$ cat src/rtl/alu_scheduler_if.sv
// alu_scheduler_if: bundle for the two-requester ALU scheduler.
//
// Purpose: groups the requester handshakes, the result/status outputs and the
// ALU-facing select/operand/result signals of alu_scheduler.
//
// Signals:
//   req0/req1, op0/op1, a0/b0/a1/b1  requester side, into the scheduler
//   gnt0/gnt1, done0/done1           one-cycle grant / completion pulses
//   result, res_lsb, res_neg, err    completion data and status
//   busy                             scheduler not in IDLE
//   alu_sel, alu_a, alu_b            scheduler -> ALU
//   alu_c, alu_lsb, alu_neg          ALU -> scheduler
//
// Modports:
//   slave  - scheduler view
//   master - environment view (requesters and ALU)
interface alu_scheduler_if #(
    parameter int WIDTH = 18
);
    logic             req0;
    logic             req1;
    logic [3:0]       op0;
    logic [3:0]       op1;
    logic [WIDTH-1:0] a0;
    logic [WIDTH-1:0] b0;
    logic [WIDTH-1:0] a1;
    logic [WIDTH-1:0] b1;
    logic             gnt0;
    logic             gnt1;
    logic             done0;
    logic             done1;
    logic [WIDTH-1:0] result;
    logic             res_lsb;
    logic             res_neg;
    logic             err;
    logic             busy;
    logic [3:0]       alu_sel;
    logic [WIDTH-1:0] alu_a;
    logic [WIDTH-1:0] alu_b;
    logic [WIDTH-1:0] alu_c;
    logic             alu_lsb;
    logic             alu_neg;

    modport slave (
        input  req0, req1, op0, op1, a0, b0, a1, b1,
        input  alu_c, alu_lsb, alu_neg,
        output gnt0, gnt1, done0, done1, result, res_lsb, res_neg, err, busy,
        output alu_sel, alu_a, alu_b
    );

    modport master (
        output req0, req1, op0, op1, a0, b0, a1, b1,
        output alu_c, alu_lsb, alu_neg,
        input  gnt0, gnt1, done0, done1, result, res_lsb, res_neg, err, busy,
        input  alu_sel, alu_a, alu_b
    );
endinterface

$ cat src/rtl/alu_scheduler.sv
// alu_scheduler: two-requester round-robin scheduler for the shared
// registered ALU (requester 0 = fetch unit, requester 1 = execute unit).
//
// Ports:
//   clk    system clock, rising edge
//   rst_n  synchronous active-low reset
//   bus    alu_scheduler_if.slave (requests, grants, completion, ALU side)
//
// Optional feature macro: ALU_DIVZERO_CHK_EN
//   defined   - opcode 4'b1100 with a == 0 is rejected (err=1, result all ones)
//   undefined - division by zero is issued to the ALU like any legal op
//
// Cycle plan (all outputs registered):
//   legal op : IDLE -grant-> ISSUE -> WAIT -> DONE -> IDLE
//   rejected : IDLE -grant-> ISSUE -> DONE -> IDLE   (alu_sel stays 0)
module alu_scheduler #(
    parameter int WIDTH = 18
) (
    input logic            clk,
    input logic            rst_n,
    alu_scheduler_if.slave bus
);

    typedef enum logic [1:0] {
        S_IDLE,
        S_ISSUE,
        S_WAIT,
        S_DONE
    } state_t;

    state_t           state_q, state_d;
    logic             last_q, last_d;      // requester granted last
    logic             who_q, who_d;        // requester currently served
    logic             rej_q, rej_d;        // current op rejected, not issued
    logic             rej_ones_q, rej_ones_d;
    logic             gnt0_q, gnt0_d;
    logic             gnt1_q, gnt1_d;
    logic             done0_q, done0_d;
    logic             done1_q, done1_d;
    logic             err_q, err_d;
    logic             busy_q, busy_d;
    logic [3:0]       alu_sel_q, alu_sel_d;
    logic [WIDTH-1:0] alu_a_q, alu_a_d;
    logic [WIDTH-1:0] alu_b_q, alu_b_d;
    logic [WIDTH-1:0] result_q, result_d;
    logic             lsb_q, lsb_d;
    logic             neg_q, neg_d;

    // Arbitration candidate
    logic             pick1;
    logic [3:0]       cand_op;
    logic [WIDTH-1:0] cand_a;
    logic [WIDTH-1:0] cand_b;
    logic             cand_rej;
    logic             cand_ones;

    always_comb begin
        // On a tie the requester not granted last wins.
        pick1     = bus.req1 && (!bus.req0 || !last_q);
        cand_op   = pick1 ? bus.op1 : bus.op0;
        cand_a    = pick1 ? bus.a1  : bus.a0;
        cand_b    = pick1 ? bus.b1  : bus.b0;
        cand_rej  = (cand_op == 4'b0000) || (cand_op >= 4'b1110);
        cand_ones = 1'b0;
`ifdef ALU_DIVZERO_CHK_EN
        if (cand_op == 4'b1100 && cand_a == '0) begin
            cand_rej  = 1'b1;
            cand_ones = 1'b1;
        end
`endif
    end

    always_comb begin
        state_d    = state_q;
        last_d     = last_q;
        who_d      = who_q;
        rej_d      = rej_q;
        rej_ones_d = rej_ones_q;
        gnt0_d     = 1'b0;
        gnt1_d     = 1'b0;
        done0_d    = 1'b0;
        done1_d    = 1'b0;
        err_d      = 1'b0;
        alu_sel_d  = 4'b0000;
        alu_a_d    = alu_a_q;
        alu_b_d    = alu_b_q;
        result_d   = result_q;
        lsb_d      = lsb_q;
        neg_d      = neg_q;

        case (state_q)
            S_IDLE: begin
                if (bus.req0 || bus.req1) begin
                    gnt0_d     = !pick1;
                    gnt1_d     = pick1;
                    last_d     = pick1;
                    who_d      = pick1;
                    rej_d      = cand_rej;
                    rej_ones_d = cand_ones;
                    alu_a_d    = cand_a;
                    alu_b_d    = cand_b;
                    // alu_sel is registered, so loading it here makes the
                    // ISSUE cycle the single cycle the ALU sees the opcode.
                    alu_sel_d  = cand_rej ? 4'b0000 : cand_op;
                    state_d    = S_ISSUE;
                end
            end
            S_ISSUE: begin
                if (rej_q) begin
                    done0_d  = !who_q;
                    done1_d  = who_q;
                    err_d    = 1'b1;
                    result_d = rej_ones_q ? '1 : '0;
                    lsb_d    = 1'b0;
                    neg_d    = 1'b0;
                    state_d  = S_DONE;
                end else begin
                    state_d  = S_WAIT;
                end
            end
            S_WAIT: begin
                done0_d  = !who_q;
                done1_d  = who_q;
                result_d = bus.alu_c;
                lsb_d    = bus.alu_lsb;
                neg_d    = bus.alu_neg;
                state_d  = S_DONE;
            end
            S_DONE: begin
                state_d = S_IDLE;
            end
            default: begin
                state_d = S_IDLE;
            end
        endcase

        busy_d = (state_d != S_IDLE);
    end

    always_ff @(posedge clk) begin
        if (!rst_n) begin
            state_q    <= S_IDLE;
            last_q     <= 1'b1;
            who_q      <= 1'b0;
            rej_q      <= 1'b0;
            rej_ones_q <= 1'b0;
            gnt0_q     <= 1'b0;
            gnt1_q     <= 1'b0;
            done0_q    <= 1'b0;
            done1_q    <= 1'b0;
            err_q      <= 1'b0;
            busy_q     <= 1'b0;
            alu_sel_q  <= 4'b0000;
            alu_a_q    <= '0;
            alu_b_q    <= '0;
            result_q   <= '0;
            lsb_q      <= 1'b0;
            neg_q      <= 1'b0;
        end else begin
            state_q    <= state_d;
            last_q     <= last_d;
            who_q      <= who_d;
            rej_q      <= rej_d;
            rej_ones_q <= rej_ones_d;
            gnt0_q     <= gnt0_d;
            gnt1_q     <= gnt1_d;
            done0_q    <= done0_d;
            done1_q    <= done1_d;
            err_q      <= err_d;
            busy_q     <= busy_d;
            alu_sel_q  <= alu_sel_d;
            alu_a_q    <= alu_a_d;
            alu_b_q    <= alu_b_d;
            result_q   <= result_d;
            lsb_q      <= lsb_d;
            neg_q      <= neg_d;
        end
    end

    assign bus.gnt0    = gnt0_q;
    assign bus.gnt1    = gnt1_q;
    assign bus.done0   = done0_q;
    assign bus.done1   = done1_q;
    assign bus.err     = err_q;
    assign bus.busy    = busy_q;
    assign bus.alu_sel = alu_sel_q;
    assign bus.alu_a   = alu_a_q;
    assign bus.alu_b   = alu_b_q;
    assign bus.result  = result_q;
    assign bus.res_lsb = lsb_q;
    assign bus.res_neg = neg_q;

endmodule
$ cat src/flat_wrapper.sv
// flat-port wrapper written by rule: the top's interface ports become plain ports
module alu_scheduler_flat 
#(
    parameter int WIDTH = 18
)
  (clk, rst_n, bus_req0, bus_req1, bus_op0, bus_op1, bus_a0, bus_b0, bus_a1, bus_b1, bus_alu_c, bus_alu_lsb, bus_alu_neg, bus_gnt0, bus_gnt1, bus_done0, bus_done1, bus_result, bus_res_lsb, bus_res_neg, bus_err, bus_busy, bus_alu_sel, bus_alu_a, bus_alu_b);
  alu_scheduler_if #(.WIDTH(WIDTH)) bus_i ();
  input logic clk;
  input logic rst_n;
  input wire logic [$bits(bus_i.req0)-1:0] bus_req0;
  input wire logic [$bits(bus_i.req1)-1:0] bus_req1;
  input wire logic [$bits(bus_i.op0)-1:0] bus_op0;
  input wire logic [$bits(bus_i.op1)-1:0] bus_op1;
  input wire logic [$bits(bus_i.a0)-1:0] bus_a0;
  input wire logic [$bits(bus_i.b0)-1:0] bus_b0;
  input wire logic [$bits(bus_i.a1)-1:0] bus_a1;
  input wire logic [$bits(bus_i.b1)-1:0] bus_b1;
  input wire logic [$bits(bus_i.alu_c)-1:0] bus_alu_c;
  input wire logic [$bits(bus_i.alu_lsb)-1:0] bus_alu_lsb;
  input wire logic [$bits(bus_i.alu_neg)-1:0] bus_alu_neg;
  output wire logic [$bits(bus_i.gnt0)-1:0] bus_gnt0;
  output wire logic [$bits(bus_i.gnt1)-1:0] bus_gnt1;
  output wire logic [$bits(bus_i.done0)-1:0] bus_done0;
  output wire logic [$bits(bus_i.done1)-1:0] bus_done1;
  output wire logic [$bits(bus_i.result)-1:0] bus_result;
  output wire logic [$bits(bus_i.res_lsb)-1:0] bus_res_lsb;
  output wire logic [$bits(bus_i.res_neg)-1:0] bus_res_neg;
  output wire logic [$bits(bus_i.err)-1:0] bus_err;
  output wire logic [$bits(bus_i.busy)-1:0] bus_busy;
  output wire logic [$bits(bus_i.alu_sel)-1:0] bus_alu_sel;
  output wire logic [$bits(bus_i.alu_a)-1:0] bus_alu_a;
  output wire logic [$bits(bus_i.alu_b)-1:0] bus_alu_b;
  assign bus_i.req0 = bus_req0;
  assign bus_i.req1 = bus_req1;
  assign bus_i.op0 = bus_op0;
  assign bus_i.op1 = bus_op1;
  assign bus_i.a0 = bus_a0;
  assign bus_i.b0 = bus_b0;
  assign bus_i.a1 = bus_a1;
  assign bus_i.b1 = bus_b1;
  assign bus_i.alu_c = bus_alu_c;
  assign bus_i.alu_lsb = bus_alu_lsb;
  assign bus_i.alu_neg = bus_alu_neg;
  assign bus_gnt0 = bus_i.gnt0;
  assign bus_gnt1 = bus_i.gnt1;
  assign bus_done0 = bus_i.done0;
  assign bus_done1 = bus_i.done1;
  assign bus_result = bus_i.result;
  assign bus_res_lsb = bus_i.res_lsb;
  assign bus_res_neg = bus_i.res_neg;
  assign bus_err = bus_i.err;
  assign bus_busy = bus_i.busy;
  assign bus_alu_sel = bus_i.alu_sel;
  assign bus_alu_a = bus_i.alu_a;
  assign bus_alu_b = bus_i.alu_b;
  alu_scheduler #(.WIDTH(WIDTH)) u_core (.clk(clk), .rst_n(rst_n), .bus(bus_i));
endmodule
$ cat config.mk
export PLATFORM = sky130hd
export DESIGN_NAME = alu_scheduler_flat
export DESIGN_NICKNAME = d
export VERILOG_FILES = /design/src/rtl/alu_scheduler_if.sv /design/src/rtl/alu_scheduler.sv /design/src/flat_wrapper.sv
export SDC_FILE = /design/constraint.sdc
export NUM_CORES = 1
export LEC_CHECK = 0
export CORE_MARGIN = 5
export CORE_UTILIZATION = 34
export DETAILED_ROUTE_END_ITERATION = 10
export HOLD_SLACK_MARGIN = 0.06
export PLACE_DENSITY_LB_ADDON = 0.2
export SLEW_MARGIN = 40
export SYNTH_ARGS = -nofsm -noshare
export SYNTH_HDL_FRONTEND = slang
export SYNTH_SLANG_ARGS = --single-unit
$ cat constraint.sdc
create_clock -name clk -period 1.56 [get_ports clk]
set_input_delay 0.312 -clock clk [delete_from_list [all_inputs] [get_ports clk]]
set_output_delay 0.312 -clock clk [all_outputs]
set_load 0.1 [all_outputs]
== After elaboration in Yosys (flattened, before gate mapping) ==
Cells that the tools add are included.
Widths: inputs -> output; s select.
Storage, ports and cells
  flip-flop bits (word level): 71
  latch bits: 0
  memory bits (writable): 0
  bits in read-only memories: 0
  bits of input ports: 104
  logic and storage cells: 57
  memories: 0
Operators by class
  add/sub/neg operators: 0
  multipliers: 0
  div/mod/pow operators: 0
  $lt $le $gt $ge: 1
  eq/ne operators: 4
  shifts and indexed selects: 0
  mux-type cells: 16
  bitwise logic cells: 3
  reduce and logical (&&, ||, !) cells: 17
Operators with widths (count)
  $mux 18: 3
  $pmux 18 s2: 1
  $pmux 1 s2: 4
  $pmux 2 s4: 1
  $reduce_and 2->1: 3
  $mux 1: 5
  $eq 2x2->1 const B: 2
  $ge 4x4->1 const B: 1
  $logic_not 1->1: 4
  $logic_not 4->1: 1
  $mux 4: 1
  $reduce_bool 2->1: 2
  $reduce_or 4->1: 1
  $logic_or 1x1->1: 3
  $not 1->1: 3
  $reduce_and 3->1: 1
  $eq 2x1->1 const B: 1
  $logic_not 2->1: 1
  $mux 2: 1
  $ne 2x1->1 const B: 1
  $logic_and 1x1->1: 1

== Logic depth before layout (Yosys ltp) ==
Gate-level depths: netlist of run 1.
  depth in word-level cells: 7
  gate-level depth with buffers: 8
  depth with buffers taken out: 5

== Worst setup path after synthesis of run 1 ==
Ideal clock, no wire load.
  path kind: reg2reg
  start: register u_core.state_q[0]
  end: register u_core.alu_b_q[10], in the netlist u_core.bus.alu_b[10]
  library setup time: 0.071 ns
  arrival: 1.402 ns
  required time: 1.489 ns
  setup slack: 0.087 ns
  stages on the path, launching flop included: 9
  buffers on the path: 3
  clock period less this slack: 1.473 ns
  cells stage by stage: dfxtp_1 inv_1 ha_1 buf_2 o21a_1 buf_2 clkbuf_1 o21ai_0 a21oi_1
Between the ends
  word-level cells in the longest chain between the ends: 2
RTL lines
  from (decl): RTL line alu_scheduler.sv:31  | state_t state_q, state_d;
  from (signal assigned): RTL line alu_scheduler.sv:160  | state_q <= state_d;
  $logic_not 2->1: RTL line alu_scheduler.sv:91  | case (state_q)
  $reduce_and 2->1 (no source line)
  to (signal assigned): RTL line alu_scheduler.sv:173  | alu_b_q <= alu_b_d;
  to (decl): RTL line alu_scheduler.sv:44  | logic [WIDTH-1:0] alu_b_q, alu_b_d;
No other way between the ends.
A chain may end at the register's enable or synchronous reset.

== Worst setup path in the final report of run 1 ==
  start: input bus_req0
  end: register u_core.alu_sel_q[3], in the netlist u_core.bus.alu_sel[3]
Between the ends
  word-level cells in the longest chain between the ends: 7
  elaborated cells between the ends (all ways): 10
  classes of those cells: 1 x order compare; 1 x mux; 1 x bitwise; 7 x reduce/logical
RTL lines
  from (decl): RTL line flat_wrapper.sv:10  | input wire logic [$bits(bus_i.req0)-1:0] bus_req0;
  $logic_not 1->1: RTL line alu_scheduler.sv:59  | pick1 = bus.req1 && (!bus.req0 || !last_q);
  $logic_or 1x1->1: RTL line alu_scheduler.sv:59
  $logic_and 1x1->1: RTL line alu_scheduler.sv:59
  $mux 4: RTL line alu_scheduler.sv:60  | cand_op = pick1 ? bus.op1 : bus.op0;
  $ge 4x4->1 or $logic_not 4->1 (tied branches): RTL line alu_scheduler.sv:63  | cand_rej = (cand_op == 4'b0000) || (cand_op >= 4'b1110);
  $logic_or 1x1->1: RTL line alu_scheduler.sv:63
  $reduce_or 4->1 (no source line)
  to (signal assigned): RTL line alu_scheduler.sv:171  | alu_sel_q <= alu_sel_d;
  to (decl): RTL line alu_scheduler.sv:42  | logic [3:0] alu_sel_q, alu_sel_d;
Parallel ways exist; a longest one is shown, timed or not.

==> results_dict.tcl, run 1 <==
set metrics [dict create \
    status "finished, final reports clean" \
    hold_viol_final 0 \
    yosysTopAreaCell "dfxtp_1" \
    fin_crit_sh 0.974 \
    synth.area.top_cells "dfxtp_1 48%, mux2i_1 14%, a21oi_1 6.6%" \
    grt_pass1_wl_mm 14.1 \
    rows 34 \
    gp_congestion 0.760 \
    num_vias 2903 \
    hold_path.class "in2reg" \
    num_antenna_cells 0 \
    wl_per_cell_um 15.2 \
    clk-insertion-delay-late_ps 340 \
    htree_levels 3 \
    synth_most_common_cell "dfxtp_1" \
    place_area_um2 5510 \
    max_cap_viol_count 0 \
    route.antenna.remaining_nets 0 \
    clk_transition_reported_paths_ps 80 \
    drv_slew 0 \
    core-area_um2 8590 \
    area_delta_synth_final_pct 93.8 \
    drc 0 \
    multi_input_area_um2 1380 \
    register_area_um2 1420 \
    finalWorstPathRequiredPeriod_ps 1520 \
    antenna_found_initial 0 \
    utilization 0.669 \
    setup.worst_path.end_class "flip-flop" \
    fillCellCount 663 \
    powerDensity_nw_per_um2 1920 \
    yosys_warnings 0 \
    required_ps 1800 \
    clkSinkCount 71 \
    place_hpwl_mm 6.94 \
    dieWidth_um 103 \
    syn-cell-area_um2 2970 \
    cts_inserted_buffers 9 \
    fmax_mhz 658 \
    initial_core_util 0.345 \
    tns_ps 0 \
    layout.cells.non_filler 587 \
    crit_fanout 4 \
    fin_nets 581 \
    start_kind "input pin" \
    ir_worst_vdd_v 0.00147 \
    ys_async_sr_fraction 0 \
    syn_inst 296 \
    worst_pin_slew_ps 327 \
    first_pass_iters 5 \
    skew_ps 10.9 \
    p_leak_uw 0.00225 \
    setup_viol 0 \
    dieArea_um2 10700 \
    pin_count 170 \
    dp.cells 570 \
    arrival_ps 1760 \
    ys_seq_elements 71 \
    grt_overflow 0 \
    drt_wl_total_mm 8.95 \
    cts_tree "built" \
    synth_common_cells "71 x dfxtp_1, 40 x mux2i_1, 39 x a21oi_1, 35 x o21ai_0, 21 x nor2b_1" \
    drt_iter0_markers 54 \
    die_h_um 103 \
    first_global_vias 2975 \
    hold_buffers 0 \
    cts-root-buf "clkbuf_8" \
    drt-vias-per-instance 4.95 \
    ys_seq_area_frac 0.479 \
    slew_headroom 0.782 \
    synth_enable_flop_cells 0 \
    synth.avg_cell_area_um2 10.0 \
    synthFlopType "dfxtp_1" \
    final_design_area_no_fill_um2 5750 \
    syn-num-nets 403 \
    port_buffers 169 \
    yosysTopAreaCellShare 0.479 \
    yosys.cell_types.count 34 \
    critical_path_class "in2reg" \
    grt_use_total 0.170 \
    drive_gt1_frac 0.238 \
    grt_max_degree 33 \
    clockBufferDepth 2 \
]
critical path: stages:
cell	delay (ps)
clkdlybuf4s50_1	460
a21boi_4	270
buf_6	150
mux2_2	350
and4bb_2	220
final cells by class:
class                      count  area share
sequential                    71       0.247
inverter                       3     0.00196
clock inverter                 7      0.0166
tap                          108      0.0235
timing repair buffer         194       0.449
clock buffer                   9      0.0216
multi-input combinational    195       0.240
metal layers:
| metal | vias up | global-route usage | wire length, um |
|---|---|---|---|
| li1 | 1445 | - | - |
| met1 | 1328 | 0.187 | 3350 |
| met2 | 119 | 0.285 | 4320 |
| met3 | 11 | 0.0838 | 1160 |
| met4 | 0 | 0.0568 | 119 |
| met5 | - | 0 | 0 |
what timing repair did:
action	in CTS	in global routing
resized for setup	0	4
setup buffers	0	1
endpoints found under the setup margin	0	19
endpoints found under the hold margin	0	0
where the power goes:
group          internal, uW  switching, uW  leakage [uW]  total, uW
registers              2280            458      0.000585       2740
clock network           902            716      0.000110       1620
logic                  2460           4210       0.00155       6670
state kept, by name, indices dropped and copies added (netlist names):
signal and cells:
u_core.bus.res_neg 1, u_core.bus.busy 1, u_core.bus.gnt0 1, u_core.who_q 1, u_core.bus.done1 1, u_core.bus.err 1
u_core.bus.gnt1 1, u_core.state_q 2, u_core.last_q 1, u_core.bus.result 18, u_core.bus.alu_a 18, u_core.bus.done0 1
u_core.bus.res_lsb 1, u_core.rej_q 1, u_core.bus.alu_b 18, u_core.bus.alu_sel 4
metrics by stage:
stage	worst slack (ps)	hold slack [ps]	total power (uW)
2_1_floorplan	86.6	415	6740
3_3_place_gp	-277	438	9390
3_5_place_dp	-281	453	9470
4_1_cts	40.0	316	11100
5_1_grt	-2.41	348	11500
6_report	40.3	333	11000
layout by cell type (no fill, tap or decap), drive strengths merged, types with 4 or more instances in the layout:
| cell | count |
|---|---|
| o21ai | 39 |
| a21oi | 39 |
| buf | 92 |
| nor2b | 21 |
| inv | 4 |
| mux2i | 40 |
| clkbuf | 9 |
| and3 | 4 |
| clkdlybuf4s50 | 101 |
| a32oi | 20 |
| dfxtp | 71 |
cell families (layout without fill, tap and decap cells):
logic type	count (synthesis)	after routing	synth area share
AO/OA/AOI/OAI	105	105	0.212
flip-flops	71	71	0.479
AND/OR/NAND/NOR	44	44	0.0916
multiplexers	43	43	0.146
buffers and inverters	30	213	0.0578
adder cells (fa/ha/maj)	3	3	0.0127
final timing paths:
path / start / to / slack (ps) / cells past startpoint
worst max-delay path: bus_req0 / u_core.bus.alu_sel[3] / 40 / 5
worst min-delay path: rst_n / u_core.last_q / 330 / 2
worst max register to register: u_core.state_q[0] / u_core.bus.alu_sel[3] / 120 / 6
worst min register to register: u_core.who_q / u_core.bus.done0 / 480 / 1
No activity file was read; power rests on OpenSTA's default activity.
==> run 2: changes to the inputs <==
- CORE_UTILIZATION: 34 -> 41
- clock period: 1.56 -> 1.8 ns (I/O delays scaled with it)
==> run 2 against run 1 <==
Core utilization grew 13 points. Setup slack gained 160 ps. Flip-flop and latch count is the same. Non-clock buffer count shrank 10. Design area shrank 0.87%. Critical path depth is the same. Clock skew shrank 5.3 ps. Power shrank 12%.
==> results_dict.tcl, run 2 (same netlist as run 1, synthesis figures left out) <==
set metrics [dict create \
    hold_viol_final 0 \
    wl_per_cell_um 16.6 \
    dieWidth_um 95.0 \
    final_design_area_no_fill_um2 5700 \
    powerDensity_nw_per_um2 1700 \
    core-area_um2 7140 \
    drt_iter0_markers 65 \
    cts_setup_buffers 0 \
    p_seq_frac 0.246 \
    port_buffers 169 \
    fin_nets 571 \
    clkSinkCount 71 \
    crit_path_cell_trace "inv_1 > ha_1 > nand2b_1 > a32oi_1 > nor2b_1" \
    finalWorstPathRequiredPeriod_ps 1600 \
    max_cap_viol_count 0 \
    p_leak_uw 0.00221 \
    place_ws_ps -95.1 \
    antenna_found_initial 0 \
    ir_worst_vdd_v 0.00109 \
    place_area_um2 5440 \
    area_delta_synth_final_pct 92.1 \
    swShare 0.480 \
    crit_fanout 20 \
    drv_slew 0 \
    drc 0 \
    route.antenna.remaining_nets 0 \
    setup_ws_ps 196 \
    slew_headroom 0.515 \
    skew_ps 5.56 \
    cts_inserted_buffers 9 \
    critical_path_class "reg2reg" \
    mostFrequentLayoutCell "clkdlybuf4s50_1" \
    tns_ps 0 \
    grt_pass1_wl_mm 14.6 \
    arrival_ps 1820 \
    comb_power_share 0.590 \
    worst_pin_slew_ps 728 \
    fin_crit_sh 0.891 \
    num_antenna_cells 0 \
    start_kind "flip-flop" \
    clk_transition_reported_paths_ps 70 \
    die_h_um 95.0 \
    grt_overflow 0 \
    drt_wl_total_mm 9.40 \
    pin_count 170 \
    cts_resized 0 \
    drt-vias-per-instance 5.18 \
    intPower_uw 5040 \
    grt_use_total 0.206 \
    clkPwrFrac 0.165 \
    num_vias 2942 \
    grt_max_degree 37 \
    initial_core_util 0.415 \
    place_hpwl_mm 7.26 \
    setup_viol 0 \
    htree_levels 3 \
    status "finished, final reports clean" \
    clk-insertion-delay-late_ps 330 \
    fmax_mhz 623 \
    utilization 0.798 \
    cts_tree "built" \
    first_pass_iters 4 \
    gp_congestion 0.825 \
    cts-root-buf "clkbuf_8" \
    first_global_vias 3146 \
    drive_gt1_frac 0.222 \
    layout_common_cells "102 x clkdlybuf4s50_1, 71 x dfxtp_1, 70 x buf_12, 40 x mux2i_1, 39 x a21oi_1" \
    cp_slowest_stage_delay_ps 420 \
    reg2reg_slack_ps 200 \
    setup.worst_path.end_class "flip-flop" \
    required_ps 2020 \
    rsz0062_at_grt "false" \
    crit_slowest_cell "nand2b_1" \
    clockBufferDepth 2 \
    rows 31 \
    p_switching_uw 4660 \
    hold_path.class "in2reg" \
    dieArea_um2 9030 \
    hold_buffers 0 \
]
[run 2: cell type report]
type,instances,area (um2)
Multi-Input combinational cell,195,1370
Timing Repair Buffer,184,2510
Tap cell,99,124
Sequential cell,71,1420
Fill cell,449,1440
Inverter,3,11.3
Clock inverter,5,104
Clock buffer,11,151
[run 2: final timing paths]
| check | startpoint | to | cells past startpoint |
|---|---|---|---|
| setup reg to reg | u_core.state_q[1] | u_core.bus.result[5] | 5 |
| setup / recovery | u_core.state_q[1] | u_core.bus.result[5] | 5 |
| hold reg to reg | u_core.who_q | u_core.bus.done0 | 1 |
| hold / removal | rst_n | u_core.last_q | 2 |
[run 2: through the flow]
step / power, uW / hold slack, ps / std cells
3_5_place_dp: 8160 / 454 / 552
3_3_place_gp: 8050 / 438 / 552
6_report: 9700 / 370 / 568
4_1_cts: 9760 / 370 / 568
5_1_grt: 10100 / 396 / 568
2_1_floorplan: 5840 / 415 / 296
[run 2: critical path, delay by kind of cell (launching register included)]
family,cells,cell delay [ps]
buffers and inverters,1,70
AND/OR/NAND/NOR,2,500
adder cells (fa/ha/maj),1,220
flip-flops,1,320
AO/OA/AOI/OAI,1,380
[run 2: power by group through the flow]
stage	Clock (uW)	Sequential, uW	Combinational (uW)
6_report	1600	2380	5720
5_1_grt	1680	2430	5950
4_1_cts	1620	2390	5750
3_5_place_dp	0	2420	5740
3_3_place_gp	0	2390	5660
2_1_floorplan	0	4820	1020
[run 2: routing by layer]
metal	global-route usage	up-vias	wire length (um)	part of all wire
met5	0	-	0	0
met4	0.0709	0	138	0.015
met3	0.0750	12	863	0.092
met2	0.388	122	4970	0.53
met1	0.209	1384	3440	0.37
li1	-	1424	-	-
==> run 3: changes to the inputs <==
- SLEW_MARGIN: 40 -> 20
==> results of run 3 <==
Same layout as run 2: the final DEF is identical, and so are final timing and power.
==> variant 1, RTL diff (flow settings as in run 1) <==
Reset style: asynchronous (`rst_n`), changed in one clocked block. Comments in the files are not updated.
--- a/src/rtl/alu_scheduler.sv
+++ b/src/rtl/alu_scheduler.sv
@@ -139,3 +139,3 @@
 
-    always_ff @(posedge clk) begin
+    always_ff @(posedge clk or negedge rst_n) begin
         if (!rst_n) begin
Formal check against the unedited RTL: differs if rst_n is asserted again (counterexample within 4 cycles, from zero or initial values and one cycle with rst_n low); with rst_n held inactive, the same outputs for 10 cycles.
==> variant 1 against run 1 <==
Area after synthesis is 2.4% higher. Cell area is 3.8% higher. Sequential cell count stayed put. Setup slack better by 29 ps. Critical path type unchanged. Fmax is 1.9% higher. Critical endpoint is now u_core.bus.alu_sel[1]. Hold slack better by 93 ps. Routed wire length is 0.69% higher.
Power is left out: the tool's default activity adds up to more than one toggle a clock period on the data nets, which glitch-free logic cannot reach.
==> variant 1: results (changes against run 1) <==
RUN STATUS
------------------------------------------------------------------------------------
Result of the run                                                       finished clean

ROUTING
------------------------------------------------------------------------------------
Number of iterations in the first detailed-routing pass                            4   -1
Count of vias placed by the detailed router                                     2637   -9.2%
Routed WL                                                                    9010 um   +0.69%
Initial drt markers                                                               48   -11%
Drt via density                                                                 4.70   -5.0%

YOSYS
------------------------------------------------------------------------------------
Distinct cell type count after synthesis                                          32   -5.9%
Syn Nets                                                                         368   -8.7%
Post-synthesis sequential area ratio                                           0.585   +0.106
Synth cell count leaders                                                70 x sky130_fd_sc_hd__dfrtp_1, 41 x sky130_fd_sc_hd__nand2_1, 35 x sky130_fd_sc_hd__mux2i_1, 35 x sky130_fd_sc_hd__o21ai_0, 20 x sky130_fd_sc_hd__a22o_1
Main area contributors after synthesis                                  sky130_fd_sc_hd__dfrtp_1 58%, sky130_fd_sc_hd__mux2i_1 12%, sky130_fd_sc_hd__a22o_1 5.8%, sky130_fd_sc_hd__o21ai_0 5.8%, sky130_fd_sc_hd__nand2_1 5.1%
Gate count of the mapped netlist                                                 261   -12%
Share of flip-flops with an asynchronous set or reset after synthesis           1.00   +1.00

PLACE
------------------------------------------------------------------------------------
Placement Cell Area                                                     0.00565 mm^2   +2.5%
Final HPWL DP                                                                7220 um   +4.1%
Placer's final routability congestion estimate                                 0.842   +11%
Post-placement worst setup slack                                             -290 ps   -9.05 ps
Cell Count Post-Placement                                                        543   -4.7%

GLOBAL ROUTE
------------------------------------------------------------------------------------
Global-route wire length before repair                                      14900 um   +5.8%
Via count of the first global-routing pass                                      3034   +2.0%
Overall fraction of global-route tracks in use                                 0.168   -0.00210
Antenna violations before repair                                                   0   unchanged
Largest net degree at the start of global routing                                 48   +45%

SETUP PATH
------------------------------------------------------------------------------------
Delay of the slowest cell on the worst path                                   480 ps   +20 ps
Worst Path Arrival                                                           1720 ps   -40 ps
Crit-path max FO                                                                   8   +4
Critical Path Slowest Stage Cell                                        sky130_fd_sc_hd__clkdlybuf4s50_1
Launching point of the worst reg2reg path                               u_core.state_q[0]
Setup crit start                                                            bus_req1

TIMING
------------------------------------------------------------------------------------
Tightest slew margin relative to the limit                                     0.783   about the same
Worst clock skew                                                             8.95 ps   -1.90 ps

CLOCK NETWORK
------------------------------------------------------------------------------------
Clock buffers created by TritonCTS                                                 9   unchanged
CTS clock-pin slew for the worst setup and hold paths                          80 ps   about the same
Root buffer cell                                                        sky130_fd_sc_hd__clkbuf_8
Number of buffers added for setup after CTS                                        1   +1
PostCTS Resize Cnt                                                                 0   unchanged
Cts-stage hold buffer count                                                        1   +1

HOLD PATH
------------------------------------------------------------------------------------
Class of the tightest hold or removal check                             input pin to async pin

CELLS AND AREA
------------------------------------------------------------------------------------
Total Nets Final                                                                 555   -4.5%
Final antenna diode count                                                          0   unchanged
Fraction of final layout cells sized beyond drive strength 1                   0.269   +0.0313

==> variant 1: cell count changes after synthesis, moves of 5 or more <==
cell / change
sky130_fd_sc_hd__a21oi_1: -36
sky130_fd_sc_hd__a22o_1: +20
sky130_fd_sc_hd__a32oi_1: -20
sky130_fd_sc_hd__clkbuf_1: -13
sky130_fd_sc_hd__dfrtp_1: +70
sky130_fd_sc_hd__dfxtp_1: -71
sky130_fd_sc_hd__mux2i_1: -5
sky130_fd_sc_hd__nand2_1: +39
sky130_fd_sc_hd__nor2b_1: -20
==> variant 1: final cells by class <==
class / instances / area [um^2]
Fill cell: 666 / 2760
Timing Repair Buffer: 194 / 2600
Sequential cell: 71 / 1780
Multi-Input combinational cell: 167 / 1190
Tap cell: 108 / 135
Clock buffer: 9 / 124
Clock inverter: 7 / 120
Inverter: 5 / 18.8
==> variant 1: logic make-up (layout without fill, tap and decap cells) <==
| kind of cell | after synthesis | in the layout | synth area share |
|---|---|---|---|
| multiplexers | 36 | 36 | 0.120 |
| buffers and inverters | 23 | 215 | 0.0449 |
| flip-flops | 71 | 71 | 0.585 |
| AO/OA/AOI/OAI | 69 | 69 | 0.153 |
| adder cells (fa/ha/maj) | 3 | 3 | 0.0124 |
| AND/OR/NAND/NOR | 59 | 59 | 0.0841 |
==> variant 1: layer usage <==
layer  up-vias  GRT usage  wire length, um
met5         -          0                0
met4         0     0.0555              102
met3         6     0.0497              556
met2        85      0.314             5080
met1      1256      0.178             3270
li1       1290          -                -
==> variant 1: worst paths after layout <==
kind	to	slack [ps]
hold reg to reg	u_core.bus.done0	500
setup reg to reg	u_core.bus.alu_sel[0]	80
min in group clk	u_core.bus.done0	500
max in group asynchronous	u_core.bus.alu_b[14]	630
hold / removal	u_core.bus.alu_a[8]	430
setup / recovery	u_core.bus.alu_sel[1]	70
==> variant 2, RTL diff (config.mk and constraints of run 1) <==
Made on the original files. `WIDTH` is set to 18 in 3 places; all go to 36.
--- a/src/rtl/alu_scheduler_if.sv
+++ b/src/rtl/alu_scheduler_if.sv
@@ -17,3 +17,3 @@
 interface alu_scheduler_if #(
-    parameter int WIDTH = 18
+    parameter int WIDTH = 36
 );
--- a/src/rtl/alu_scheduler.sv
+++ b/src/rtl/alu_scheduler.sv
@@ -16,3 +16,3 @@
 module alu_scheduler #(
-    parameter int WIDTH = 18
+    parameter int WIDTH = 36
 ) (
--- a/src/flat_wrapper.sv
+++ b/src/flat_wrapper.sv
@@ -3,3 +3,3 @@
 #(
-    parameter int WIDTH = 18
+    parameter int WIDTH = 36
 )
Ports: changed (8 resized); port bits go from 170 to 314. The function was not compared with the original's and may differ.
==> variant 2 against run 1 <==
Global-route usage is 3.3 points higher. Register-to-register slack worse by 60 ps. Clock power grew to 2.6 times the old value. Count of clock-buffer cells in the layout is 9 higher. Setup slack better by 15 ps. Sequential cell count is 54 higher. Largest cell class unchanged. Via count is 81% higher. Area after synthesis is 75% higher. Routed wire length is 110% higher. Total power is 97% higher. Final cell count is 78% higher. Cell area is 84% higher. Highest routed layer unchanged. Sequential share of layout area is 1.0 points lower.
==> variant 2: results (changes against run 1) <==
RUN STATUS
---------------------------------------------------------------------------
Result of the run                                              finished clean

ROUTING
---------------------------------------------------------------------------
Count of vias placed by the detailed router                            5254   +81%
Wire length on met3                                                 1870 um   +61%
Wire length on met2                                                 9910 um   +130%
Number of iterations in the first detailed-routing pass                   4   -1
Initial drt markers                                                     214   +300%
Routed WL                                                          19000 um   +110%
Met1 Routed Length                                                  6930 um   +110%

CLOCK NETWORK
---------------------------------------------------------------------------
Count of H-tree levels built during CTS                                   4   +1
Root buffer cell                                               sky130_fd_sc_hd__clkbuf_16
Buffers from clock root to sink, at most                                  2   unchanged
CTS clock-pin slew for the worst setup and hold paths                 60 ps   -20 ps
Clock buffers created by TritonCTS                                       17   +8

YOSYS
---------------------------------------------------------------------------
Post-synthesis sequential area ratio                                  0.481   +0.00179
Count of state elements after synthesis                                 125   +76%
Main area contributors after synthesis                         sky130_fd_sc_hd__dfxtp_1 48%, sky130_fd_sc_hd__mux2i_1 15%, sky130_fd_sc_hd__a21oi_1 7.2%, sky130_fd_sc_hd__o21ai_0 7.2%, sky130_fd_sc_hd__a32oi_1 6.4%
Distinct cell type count after synthesis                                 33   -2.9%

PLACE
---------------------------------------------------------------------------
# port buffers                                                          313   +85%
Placer's final routability congestion estimate                        0.819   +7.8%
Final HPWL DP                                                      14400 um   +110%

SETUP PATH
---------------------------------------------------------------------------
Delay-heaviest family, CP                                      compound AO/OA/AOI/OAI gates
Delay of the slowest cell on the worst path                          330 ps   -130 ps
R2R Setup Slk                                                         60 ps   -60 ps
Critical Path Slowest Stage Cell                               sky130_fd_sc_hd__dfxtp_1
Crit-path max FO                                                         25   +21

GLOBAL ROUTE
---------------------------------------------------------------------------
Via count of the first global-routing pass                             5574   +87%
Global routing met2 resource utilization                              0.363   +0.0786
Overall fraction of global-route tracks in use                        0.203   +0.0332
Met1 usage in global routing                                          0.213   +0.0252
Global-route wire length before repair                             28900 um   +110%
Largest net degree at the start of global routing                        62   +88%

TIMING
---------------------------------------------------------------------------
Worst clock skew                                                    5.80 ps   -5.05 ps
Worst hold margin                                                    264 ps   -69.0 ps

CELLS AND AREA
---------------------------------------------------------------------------
Total Nets Final                                                       1038   +79%
Fraction of final layout cells sized beyond drive strength 1          0.239   +0.000880

POWER AND IR DROP
---------------------------------------------------------------------------
Largest vdd supply drop                                             1050 uV   -28%
Leak pwr                                                            4.09 nW   +82%

variant 2: cell count changes in the layout (fill, tap and decap cells not counted), sizes merged, moves of 3 or more:
cell           before  now
a21oi              39   75
a32oi              20   38
buf                92  161
clkbuf              9   19
clkdlybuf4s50     101  192
clkinvlp            1    4
dfxtp              71  125
mux2i              40   76
nor2b              21   39
o21ai              39   75
variant 2: stage by stage:
stage / area, um^2 / worst slack (ps) / utilization / instances
after CTS: 10500 / 56.8 / 0.695 / 1037
after global routing: 10600 / -45.5 / 0.699 / 1042
final: 10600 / 55.1 / 0.699 / 1042
after global placement: 9850 / -291 / 0.653 / 1005
after floorplan: 5200 / 67.1 / - / 518
after detailed placement: 9850 / -347 / 0.653 / 1005
variant 2: final timing paths:
path                                        start               endpoint
worst max-delay path            u_core.state_q[0]   u_core.bus.alu_a[10]
worst min-delay path                        rst_n  u_core.bus.result[22]
worst min register to register       u_core.who_q       u_core.bus.done0
worst max register to register  u_core.state_q[0]   u_core.bus.alu_a[10]
variant 2: cell families after synthesis:
| family | after synthesis | share of synthesized area |
|---|---|---|
| flops | 125 | 0.481 |
| buf+inv | 54 | 0.0645 |
| simple gates | 62 | 0.0739 |
| fa+ha+maj | 3 | 0.00722 |
| compound gates | 195 | 0.221 |
| mux | 79 | 0.153 |
variant 2: report_power, final:
group	switching [mW]	internal, mW
registers	0.856	4.05
clock network	1.48	2.72
logic	8.01	4.63
variant 2: area by class of cell:
type / instances / area [um^2]
Timing Repair Buffer: 354 / 4770
Fill cell: 1056 / 4540
Sequential cell: 125 / 2500
Multi-Input combinational cell: 340 / 2400
Clock buffer: 18 / 439
Tap cell: 188 / 235
Clock inverter: 14 / 191
Inverter: 3 / 11.3
